===== src/rtl/mcore_dma_copy_initiator.sv =====
// Domain-tagged DMA copy initiator: copies nwords words src->dst, one read then one write per word.
// Optional response checking (type/opaque/domain -> sticky error) enabled by MCORE_DMA_RESPCHK_EN.
module mcore_dma_copy_initiator #(
    parameter int unsigned p_opaque_nbits = 8,
    parameter int unsigned p_addr_nbits   = 32,
    parameter int unsigned p_data_nbits   = 32,
    parameter int unsigned p_cnt_nbits    = 16,
    localparam int unsigned LEN_W  = $clog2(p_data_nbits / 8),
    localparam int unsigned REQ_W  = 3 + p_opaque_nbits + p_addr_nbits + LEN_W,
    localparam int unsigned RESP_W = 3 + p_opaque_nbits + LEN_W
) (
    input  logic                    clk,
    input  logic                    reset,
    input  logic                    cmd_val,
    output logic                    cmd_rdy,
    input  logic [p_addr_nbits-1:0] cmd_src,
    input  logic [p_addr_nbits-1:0] cmd_dst,
    input  logic [p_cnt_nbits-1:0]  cmd_nwords,
    input  logic                    cmd_domain,
    output logic                    done,
    output logic                    error,
    output logic                    memreq_val,
    input  logic                    memreq_rdy,
    output logic [REQ_W-1:0]        memreq_control,
    output logic [p_data_nbits-1:0] memreq_data,
    output logic                    memreq_domain,
    input  logic                    memresp_val,
    output logic                    memresp_rdy,
    input  logic [RESP_W-1:0]       memresp_control,
    input  logic [p_data_nbits-1:0] memresp_data,
    input  logic                    memresp_domain
);
    localparam logic [2:0] TYPE_RD = 3'd0;
    localparam logic [2:0] TYPE_WR = 3'd1;

    typedef enum logic [2:0] {
        ST_IDLE,
        ST_RD_REQ,
        ST_RD_RESP,
        ST_WR_REQ,
        ST_WR_RESP,
        ST_FIN
    } state_e;

    state_e                  state_q, state_n;
    logic [p_addr_nbits-1:0] src_q, src_n;
    logic [p_addr_nbits-1:0] dst_q, dst_n;
    logic [p_cnt_nbits-1:0]  nwords_q, nwords_n;
    logic [p_cnt_nbits-1:0]  idx_q, idx_n;
    logic                    domain_q, domain_n;
    logic [p_data_nbits-1:0] buf_q, buf_n;
    logic                    error_q, error_n;
    logic                    resp_bad_c;

    logic                    cmd_rdy_n, done_n, req_val_n, resp_rdy_n;
    logic                    req_is_wr_c;
    logic [p_addr_nbits-1:0] req_addr_c;
    logic [REQ_W-1:0]        req_ctrl_n;
    logic [p_data_nbits-1:0] req_data_n;

`ifdef MCORE_DMA_RESPCHK_EN
    // Response must echo the issued type, the word-index opaque and the transfer domain.
    logic [2:0]                resp_type_c;
    logic [2:0]                resp_exp_type_c;
    logic [p_opaque_nbits-1:0] resp_opaque_c;
    logic                      unused_resp_len;

    assign resp_type_c     = memresp_control[RESP_W-1 -: 3];
    assign resp_opaque_c   = memresp_control[LEN_W +: p_opaque_nbits];
    assign resp_exp_type_c = (state_q == ST_WR_RESP) ? TYPE_WR : TYPE_RD;
    assign unused_resp_len = ^memresp_control[LEN_W-1:0];
    assign resp_bad_c      = memresp_val
                           && ((state_q == ST_RD_RESP) || (state_q == ST_WR_RESP))
                           && ((resp_type_c != resp_exp_type_c)
                               || (resp_opaque_c != idx_q[p_opaque_nbits-1:0])
                               || (memresp_domain != domain_q));
`else
    logic unused_resp;

    assign unused_resp = ^{memresp_control, memresp_domain};
    assign resp_bad_c  = 1'b0;
`endif

    // Next state, datapath updates and next-cycle output values.
    always_comb begin
        state_n  = state_q;
        src_n    = src_q;
        dst_n    = dst_q;
        nwords_n = nwords_q;
        idx_n    = idx_q;
        domain_n = domain_q;
        buf_n    = buf_q;
        error_n  = error_q;

        case (state_q)
            ST_IDLE: begin
                if (cmd_val) begin
                    src_n    = cmd_src;
                    dst_n    = cmd_dst;
                    nwords_n = cmd_nwords;
                    domain_n = cmd_domain;
                    idx_n    = '0;
                    error_n  = 1'b0;
                    state_n  = (cmd_nwords == '0) ? ST_FIN : ST_RD_REQ;
                end
            end
            ST_RD_REQ: begin
                if (memreq_rdy) state_n = ST_RD_RESP;
            end
            ST_RD_RESP: begin
                if (memresp_val) begin
                    buf_n   = memresp_data;
                    state_n = ST_WR_REQ;
                end
            end
            ST_WR_REQ: begin
                if (memreq_rdy) state_n = ST_WR_RESP;
            end
            ST_WR_RESP: begin
                if (memresp_val) begin
                    if (p_cnt_nbits'(idx_q + p_cnt_nbits'(1)) == nwords_q) begin
                        state_n = ST_FIN;
                    end else begin
                        idx_n   = p_cnt_nbits'(idx_q + p_cnt_nbits'(1));
                        state_n = ST_RD_REQ;
                    end
                end
            end
            ST_FIN: begin
                state_n = ST_IDLE;
            end
            default: begin
                state_n = ST_IDLE;
            end
        endcase

        if (resp_bad_c) error_n = 1'b1;

        // Outputs are registered from next-state values so a stalled request holds every field.
        cmd_rdy_n   = (state_n == ST_IDLE);
        done_n      = (state_n == ST_FIN);
        req_val_n   = (state_n == ST_RD_REQ) || (state_n == ST_WR_REQ);
        resp_rdy_n  = (state_n == ST_IDLE) || (state_n == ST_RD_RESP) || (state_n == ST_WR_RESP);
        req_is_wr_c = (state_n == ST_WR_REQ);
        req_addr_c  = (req_is_wr_c ? dst_n : src_n) + (p_addr_nbits'(idx_n) << LEN_W);
        req_ctrl_n  = {req_is_wr_c ? TYPE_WR : TYPE_RD, idx_n[p_opaque_nbits-1:0], req_addr_c, LEN_W'(0)};
        req_data_n  = req_is_wr_c ? buf_n : '0;
    end

    always_ff @(posedge clk) begin
        if (!reset) begin
            state_q        <= ST_IDLE;
            src_q          <= '0;
            dst_q          <= '0;
            nwords_q       <= '0;
            idx_q          <= '0;
            domain_q       <= 1'b0;
            buf_q          <= '0;
            error_q        <= 1'b0;
            cmd_rdy        <= 1'b1;
            done           <= 1'b0;
            memreq_val     <= 1'b0;
            memreq_control <= '0;
            memreq_data    <= '0;
            memresp_rdy    <= 1'b1;
        end else begin
            state_q        <= state_n;
            src_q          <= src_n;
            dst_q          <= dst_n;
            nwords_q       <= nwords_n;
            idx_q          <= idx_n;
            domain_q       <= domain_n;
            buf_q          <= buf_n;
            error_q        <= error_n;
            cmd_rdy        <= cmd_rdy_n;
            done           <= done_n;
            memreq_val     <= req_val_n;
            memreq_control <= req_ctrl_n;
            memreq_data    <= req_data_n;
            memresp_rdy    <= resp_rdy_n;
        end
    end

    assign memreq_domain = domain_q;
    assign error         = error_q;

endmodule


===== config.mk =====
export PLATFORM = sky130hd
export DESIGN_NAME = mcore_dma_copy_initiator
export DESIGN_NICKNAME = d
export VERILOG_FILES = /design/src/rtl/mcore_dma_copy_initiator.sv
export SDC_FILE = /design/constraint.sdc
export NUM_CORES = 1
export LEC_CHECK = 0
export ABC_AREA = 1
export CORE_MARGIN = 2
export CORE_UTILIZATION = 40
export DETAILED_ROUTE_END_ITERATION = 8
export GPL_TIMING_DRIVEN = 0
export PLACE_DENSITY = 0.66
export SLEW_MARGIN = 20
export SYNTH_ARGS = -nofsm -noshare
export SYNTH_HDL_FRONTEND = slang
export SYNTH_SLANG_ARGS = --single-unit

===== constraint.sdc =====
create_clock -name clk -period 5.5 [get_ports clk]
set_input_delay 1.1 -clock clk [delete_from_list [all_inputs] [get_ports clk]]
set_output_delay 1.1 -clock clk [all_outputs]
set_load 0.03 [all_outputs]

Word-level counts from Yosys, hierarchy flattened:

Cells that the tools add are included.

* register bits: 213
* output and inout bits: 83
* logic and storage cells: 54

* $add $sub $neg: 2
* equal/unequal tests: 10
* mux-type cells: 20
* reductions and logical operators: 8

Operators with widths (count)
* $mux W32: 7
* $mux W16: 3
* $add A32 B18 Y32: 1
* $pmux W16 S2: 1
* $mux W3: 7
* $add A16 B1 Y16 const B: 1
* $eq A16 B16 Y1: 1
* $logic_not A16 Y1: 1
* $pmux W3 S5: 1
* $eq A3 B2 Y1 const B: 4
* $eq A3 B3 Y1 const B: 3
* $eq A3 B1 Y1 const B: 2
* $logic_not A3 Y1: 2
* $reduce_and A2 Y1: 2
* $logic_or A1 B1 Y1: 3
* $mux W1: 1

Logic depth before layout (Yosys ltp):

* depth after elaboration: 8
* mapped depth: 31

Worst setup path before layout:

Ideal clock, no wire load.

* path type: in2reg
* from: input port memresp_val
* to: register memreq_control[32]
* library setup time: 113 ps
* arrival time: 4186 ps
* path slack: 1201 ps
* stages on the path: 25
* path buffers: 5
* cell sequence: buf_2 -> inv_1 -> nand2_1 -> nand2_1 -> nand2_2 -> nand2_2 -> buf_6 -> buf_6 -> buf_4 -> buf_2 -> mux2i_1 -> ha_1 -> fa_1 -> nand2_1 -> inv_1 -> nand2_1 -> nand2_1 -> a31oi_1 -> o21ai_0 -> a21boi_1 -> inv_1 -> nand2_1 -> nor2_1 -> nor2_1 -> nor2_1

* word-level cells in the longest chain between the ends: 5

Ends and longest elaborated chain
* from (decl): line 27 `input logic memresp_val,`
* $mux W3 (on tied branches): line 120, 111
* $pmux W3 S5: line 95 `case (state_q)`
* $eq A3 B2 Y1: line 144 `req_is_wr_c = (state_n == ST_WR_REQ);`
* $mux W32: line 145 `req_addr_c = (req_is_wr_c ? dst_n : src_n) + (p_addr_nbits'(idx_n) << LEN_W);`
* $add A32 B18 Y32 (*): line 145
* to (signal assigned): line 178 `memreq_control <= req_ctrl_n;`
* to (decl): line 24 `output logic [REQ_W-1:0] memreq_control,`

Mark *: on every way between the ends. The rest lies on a longest branch, timed or not.
A chain may end at the register's enable or synchronous reset.

Worst setup path in the final report:

* from: input port cmd_val
* to: register memreq_control[32]

* word-level cells in the longest chain between the ends: 5

Ends and longest elaborated chain
* from (decl): line 14 `input logic cmd_val,`
* $mux W3: line 97 `if (cmd_val) begin`
* $pmux W3 S5: line 95
* $eq A3 B2 Y1: line 144
* $mux W32: line 145
* $add A32 B18 Y32 (*): line 145

Marks and branches as above.

==> impl_metrics.env <==
export IMPL_status="completed"
export IMPL_rows=55
export IMPL_tns_ns=0
export IMPL_num_vias=8229
export IMPL_yosys_register_bits=201
export IMPL_p_comb_frac=0.175
export IMPL_path_max_fanout=10
export IMPL_dp_worst_setup_slack_ns=-0.377
export IMPL_power_density_nw_per_um2=311
export IMPL_numCtsBuffers=23
export IMPL_clock_sinks=201
export IMPL_finalCritPeriodShare=0.919
export IMPL_ys_warnings_count=0
export IMPL_pwr_share_clk=0.419
export IMPL_ant_nets=0
export IMPL_start_util=0.409
export IMPL_fp_dieArea_um2=24500
export IMPL_fin_skew_ns=0.00710
export IMPL_cts_clk_slew_worst_paths_ns=0.06
export IMPL_grt_max_degree=14
export IMPL_area_growth_pct=34.2
export IMPL_gp_congestion=0.896
export IMPL_syn_area_um2=9320
export IMPL_drt_wirelength_per_cell_um=15.1
export IMPL_drive_gt1_frac=0.110
export IMPL_worstPathRequired_ns=5.91
export IMPL_synth_top_family_by_area="simple AND/OR/NAND/NOR gates"
export IMPL_synth_compound_area_frac=0.0767
export IMPL_slew_headroom=0.456
export IMPL_fin_util=0.549
export IMPL_synth_largest_area_cell="dfxtp_1"
export IMPL_start_kind="input port"
export IMPL_yosysUniqueCellTypes=41
export IMPL_worstSetupPathType="input port to flip-flop"
export IMPL_p_sw_frac=0.270
export IMPL_grt_pass1_vias=7683
export IMPL_design_area_um2=12500
export IMPL_setup_violations=0
export IMPL_rsz0062_at_grt="no"
export IMPL_h_tree_depth=1
export IMPL_internal_power_w=0.00284
export IMPL_synthTopCellsByArea="dfxtp_1 43%, nand2_1 8.8%, nor2_1 8.3%"
export IMPL_slew_viol_final=0
export IMPL_yosys_area_share_xor_xnor=0.00953
export IMPL_insertion_delay_ns=0.52
export IMPL_postPlaceCellArea_um2=11700
export IMPL_portBuffers=194
export IMPL_diodes=0
export IMPL_seq_power_share=0.405
export IMPL_die_x_um=157
export IMPL_coreArea_um2=22800
export IMPL_synthCells=1188
export IMPL_worst_pin_slew_ns=0.816
export IMPL_cp_arrival_ns=5.47
export IMPL_max_freq_mhz=198
export IMPL_yosysMostFrequentCell="nand2_1"
export IMPL_power_net_switching_w=0.00105
export IMPL_antenna_found_initial=0
export IMPL_dr_pass1_iters=5
export IMPL_cellLeakagePower_nw=5.59
export IMPL_yosysSeqAreaShare=0.432
export IMPL_synth_simple_area_share=0.249
export IMPL_viasPerCell=4.72
export IMPL_synth_fa_ha_area_frac=0.0250
export IMPL_cap_violations=0
export IMPL_grt_overflow=0
export IMPL_hold_viol_final=0
export IMPL_hold_slack_ns=0.470
export IMPL_cts_tree="built"
export IMPL_synth_top_area_frac=0.432
export IMPL_drt_iter0_drc=410
export IMPL_cts_root_buf="clkbuf_16"
export IMPL_num_nets_final=1563
export IMPL_period_needed_ns=5.05
export IMPL_grt_pass1_wl_um=40900
export IMPL_synthTopCellsByCount="218 x nand2_1, 205 x nor2_1, 201 x dfxtp_1"
export IMPL_fp_dieH_um=157
export IMPL_cp_end_kind="flip-flop"
export IMPL_ios=215
export IMPL_worst_slack_ns=0.448
export IMPL_synth_edff_count=0
export IMPL_grtUsageTotal=0.211
export IMPL_peakVddDrop_v=0.000246
export IMPL_wl_um=26300
export IMPL_clockBufferDepth=3
export IMPL_synthArstFlopShare=0
export IMPL_route_detailed_drc=0
export IMPL_hold_path_class="flip-flop to flip-flop"
export IMPL_cts_hold_buf=0
export IMPL_syn_area_per_cell_um2=7.85
export IMPL_hpwlAfterDp_um=20100
export IMPL_ys_flop_type="dfxtp_1"
export IMPL_synth_mux_area_frac=0.118
## critical path, cell delays in order
cell and delay (ns):
clkdlybuf4s50_1 0.56, nand2_4 0.07, nor2_4 0.21, buf_6 0.21, buf_6 0.20, buf_2 0.31, buf_4 0.29, mux2i_1 0.33
mux2i_1 0.15, ha_1 0.37, nand2_1 0.06, inv_1 0.06, nand2_1 0.05, nand2_1 0.12, a31oi_1 0.13, o21ai_1 0.40
a21boi_2 0.10, buf_4 0.17, buf_4 0.13, nor2_2 0.18, nand4_1 0.11, nand2_1 0.07, nor2_1 0.05
## stage by stage
stage,total power [W],cells
global placement,0.00228,1699
global route,0.00405,1742
detailed placement,0.00229,1699
CTS,0.00392,1740
floorplan,0.00203,1192
finish,0.00389,1742
## registers in the layout, summed over array words and instances (netlist names)
| name | count |
|---|---|
| idx_q | 16 |
| buf_q | 32 |
| src_q | 32 |
| done | 1 |
| memreq_control | 33 |
| state_q | 3 |
| nwords_q | 16 |
| memresp_rdy | 1 |
| memreq_domain | 1 |
| cmd_rdy | 1 |
| dst_q | 32 |
| memreq_data | 32 |
| memreq_val | 1 |
## power groups by stage
stage	Clock [W]	Sequential, W	Combinational, W
finish	0.00163	0.00158	0.000681
floorplan	0	0.00166	0.000372
global route	0.00172	0.00158	0.000745
global placement	0	0.00161	0.000675
CTS	0.00166	0.00158	0.000684
detailed placement	0	0.00161	0.000680
## repair_timing
item / 4_1_cts / 5_1_grt
endpoints found under the setup margin: 0 / 7
buffers inserted: 0 / 2
endpoints found under the hold margin: 0 / 0
resized for setup: 0 / 2
## per-layer routing
metal,GRT usage,share of wire,up-vias
li1,-,-,4236
met1,0.279,0.45,3725
met3,0.0590,0.081,36
met4,0.0415,0.017,0
met5,0,0,-
met2,0.347,0.45,232
## final timing paths
| kind | start | endpoint | slack (ns) | depth (start not counted) |
|---|---|---|---|---|
| worst min register to register | src_q[21] | src_q[21] | 0.47 | 2 |
| worst min-delay path | src_q[21] | src_q[21] | 0.47 | 2 |
| worst max-delay path | cmd_val | memreq_control[32] | 0.45 | 23 |
| worst max register to register | idx_q[1] | memreq_control[32] | 1.02 | 29 |
## layout make-up
type / instances / area, um2
Tap cell: 313 / 392
Clock buffer: 27 / 621
Sequential cell: 201 / 4020
Clock inverter: 14 / 196
Inverter: 128 / 483
Timing Repair Buffer: 196 / 1960
Buffer: 60 / 355
Multi-Input combinational cell: 803 / 4480
Fill cell: 2146 / 10300
## layout by cell type (no fill, tap or decap), types with 8 or more instances in the layout
cell type,instances
a21oi_1,56
dfxtp_1,201
nor2_2,10
nand4_1,13
clkbuf_1,29
buf_4,21
mux2_2,32
clkdlybuf4s50_1,194
nand3_1,58
nor2_1,205
nand2_1,218
ha_1,17
inv_2,8
mux2i_1,74
o21ai_0,42
clkbuf_16,23
o21a_1,9
inv_1,119
## cells by family after synthesis
kind of cell,Yosys count
flip-flops,201
XOR/XNOR,7
AND/OR/NAND/NOR,539
AO/OA/AOI/OAI,128
other,1
adder cells (fa/ha/maj),18
multiplexers,106
buffers and inverters,188
No activity file was read; power rests on OpenSTA's default activity.
==> RTL change: new RTL, config.mk and constraints unchanged <==
Re-encode `state_e` (6 states) as Gray code, 3 bits wide.
--- a/src/rtl/mcore_dma_copy_initiator.sv
+++ b/src/rtl/mcore_dma_copy_initiator.sv
@@ -35,10 +35,10 @@
 
     typedef enum logic [2:0] {
-        ST_IDLE,
-        ST_RD_REQ,
-        ST_RD_RESP,
-        ST_WR_REQ,
-        ST_WR_RESP,
-        ST_FIN
+        ST_IDLE    = 3'b000,
+        ST_RD_REQ  = 3'b001,
+        ST_RD_RESP = 3'b011,
+        ST_WR_REQ  = 3'b010,
+        ST_WR_RESP = 3'b110,
+        ST_FIN     = 3'b111
     } state_e;
 
Formal check against the unedited RTL: same outputs for any inputs over 4 cycles, from zero or initial values and one cycle with reset low; so few cycles prove little.
==> RTL change against the original RTL <==
- area after synthesis decreased by 3.4%
- total power shrank 4.0%
- wire length is 0.30% lower
- setup slack got worse by 0.053 ns
- combinational power up 10%
- sequential cell count unchanged
- sequential share of layout area increased by 1.1 points
- cell area is 3.0% lower
==> RTL change: results (changes against the original RTL) <==
Pwr
  • Worst VDD drop: 0.247 mV (was 0.246 mV)
  • Comb pwr: 751 uW (was 681 uW)
  • P_int: 2690 uW (was 2840 uW)
  • Logic gate share of total power: 0.201 (was 0.175)

Setup path
  • Top fanout value on the critical path: 19 (was 10)
  • Crit-path max cell delay: 0.47 ns (was 0.56 ns)
  • Worst flop-to-flop path endpoint: memreq_control[28] (was memreq_control[32])
  • Worst R2R Setup Slack: 0.49 ns (was 1.02 ns)
  • Delay-heaviest family, CP: simple AND/OR/NAND/NOR gates (was buffers and inverters)
  • WP data arrival: 5.54 ns (was 5.47 ns)

Cells and area
  • Nets: 1498 (was 1563)
  • Layout cell share with drive strength beyond 1: 0.0983 (was 0.110)
  • Filler cells: 2058 (was 2146)

Route
  • Post-DR vias/cell: 4.88 (was 4.72)
  • WL/cell: 15.9 um (was 15.1 um)
  • DR vias: 8021 (was 8229)
  • Initial DRC count: 326 (was 410)
  • Initial DRT Pass Iterations: 6 (was 5)

Logic synthesis
  • Sequential element share of the synthesized area: 0.447 (was 0.432)
  • Yosys cell types: 45 (was 41)
  • Area contributors post-synth: dfxtp_1, mux2i_1, nor2_1, nand2_1, a21oi_1 (was dfxtp_1, nand2_1, nor2_1, mux2i_1, inv_1)
  • Synth top cells by count: nor2_1, dfxtp_1, nand2_1, mux2i_1, inv_1 (was nand2_1, nor2_1, dfxtp_1, inv_1, mux2i_1)
  • Post-Syn Area per Cell: 8.02 um2 (was 7.85 um2)

Worst hold path
  • Worst hold start: nwords_q[0] (was src_q[21])
  • Worst hold endpoint: nwords_q[0] (was src_q[21])

Global routing
  • Largest net degree at the start of global routing: 13 (was 14)
  • All-Layer GR Usage: 0.219 (was 0.211)
  • Initial antenna violation count: 2 (was 0)

Place
  • PortBufs: 195 (was 194)
  • Pre-CTS setup slack: -1.40 ns (was -0.377 ns)
  • Routability Congestion: 0.890 (was 0.896)
  • Placed Cells incl. Taps: 1602 (was 1699)
  • Area after DPL: 0.0113 mm2 (was 0.0117 mm2)

Timing
  • Hold Slack: 0.469 ns (was 0.470 ns)
  • Max-slew headroom: 0.468 (was 0.456)

Status
  • Status: finished clean (unchanged)
[RTL change: cell families after synthesis]
| kind of cell | synth area share |
|---|---|
| other | 0.000417 |
| AO/OA/AOI/OAI | 0.102 |
| buffers and inverters | 0.0724 |
| XOR/XNOR | 0.0126 |
| multiplexers | 0.108 |
| flip-flops | 0.447 |
| AND/OR/NAND/NOR | 0.232 |
| adder cells (fa/ha/maj) | 0.0259 |
[RTL change: worst max-delay path by stage]
| stage | slack (ns) | cells after the start | from | end |
|---|---|---|---|---|
| finish | 0.40 | 28 | cmd_nwords[0] | memreq_control[28] |
| global route | 0.02 | 26 | cmd_val | memreq_control[33] |
| CTS | 0.05 | 38 | idx_q[1] | memreq_control[28] |
| detailed placement | -1.40 | 24 | cmd_val | memreq_control[28] |
| global placement | -1.38 | 24 | cmd_val | memreq_control[28] |
| floorplan | 0.45 | 22 | cmd_val | memreq_control[28] |
[RTL change: final cells by class]
cell class	count	area, um2	area share
Timing Repair Buffer	197	1970	0.162
Tap cell	280	350	0.0289
Buffer	58	333	0.0274
Clock buffer	34	657	0.0542
Sequential cell	201	4030	0.333
Clock inverter	6	33.8	0.00279
Multi-Input combinational cell	778	4410	0.364
Inverter	89	337	0.0278
Antenna cell	1	2.50	0.000206
[RTL change: metal layers]
| metal | vias up | wire [um] | track usage |
|---|---|---|---|
| li1 | 4126 | - | - |
| met1 | 3614 | 11300 | 0.261 |
| met2 | 247 | 12000 | 0.368 |
| met3 | 34 | 2430 | 0.0812 |
| met4 | 0 | 514 | 0.0632 |
| met5 | - | 0 | 0 |
[RTL change: repair_timing]
action,in CTS,in global routing
pin swaps,0,2
resized for setup,16,31
gates cloned,0,0
buffers inserted,0,2
endpoints found under the setup margin,20,16
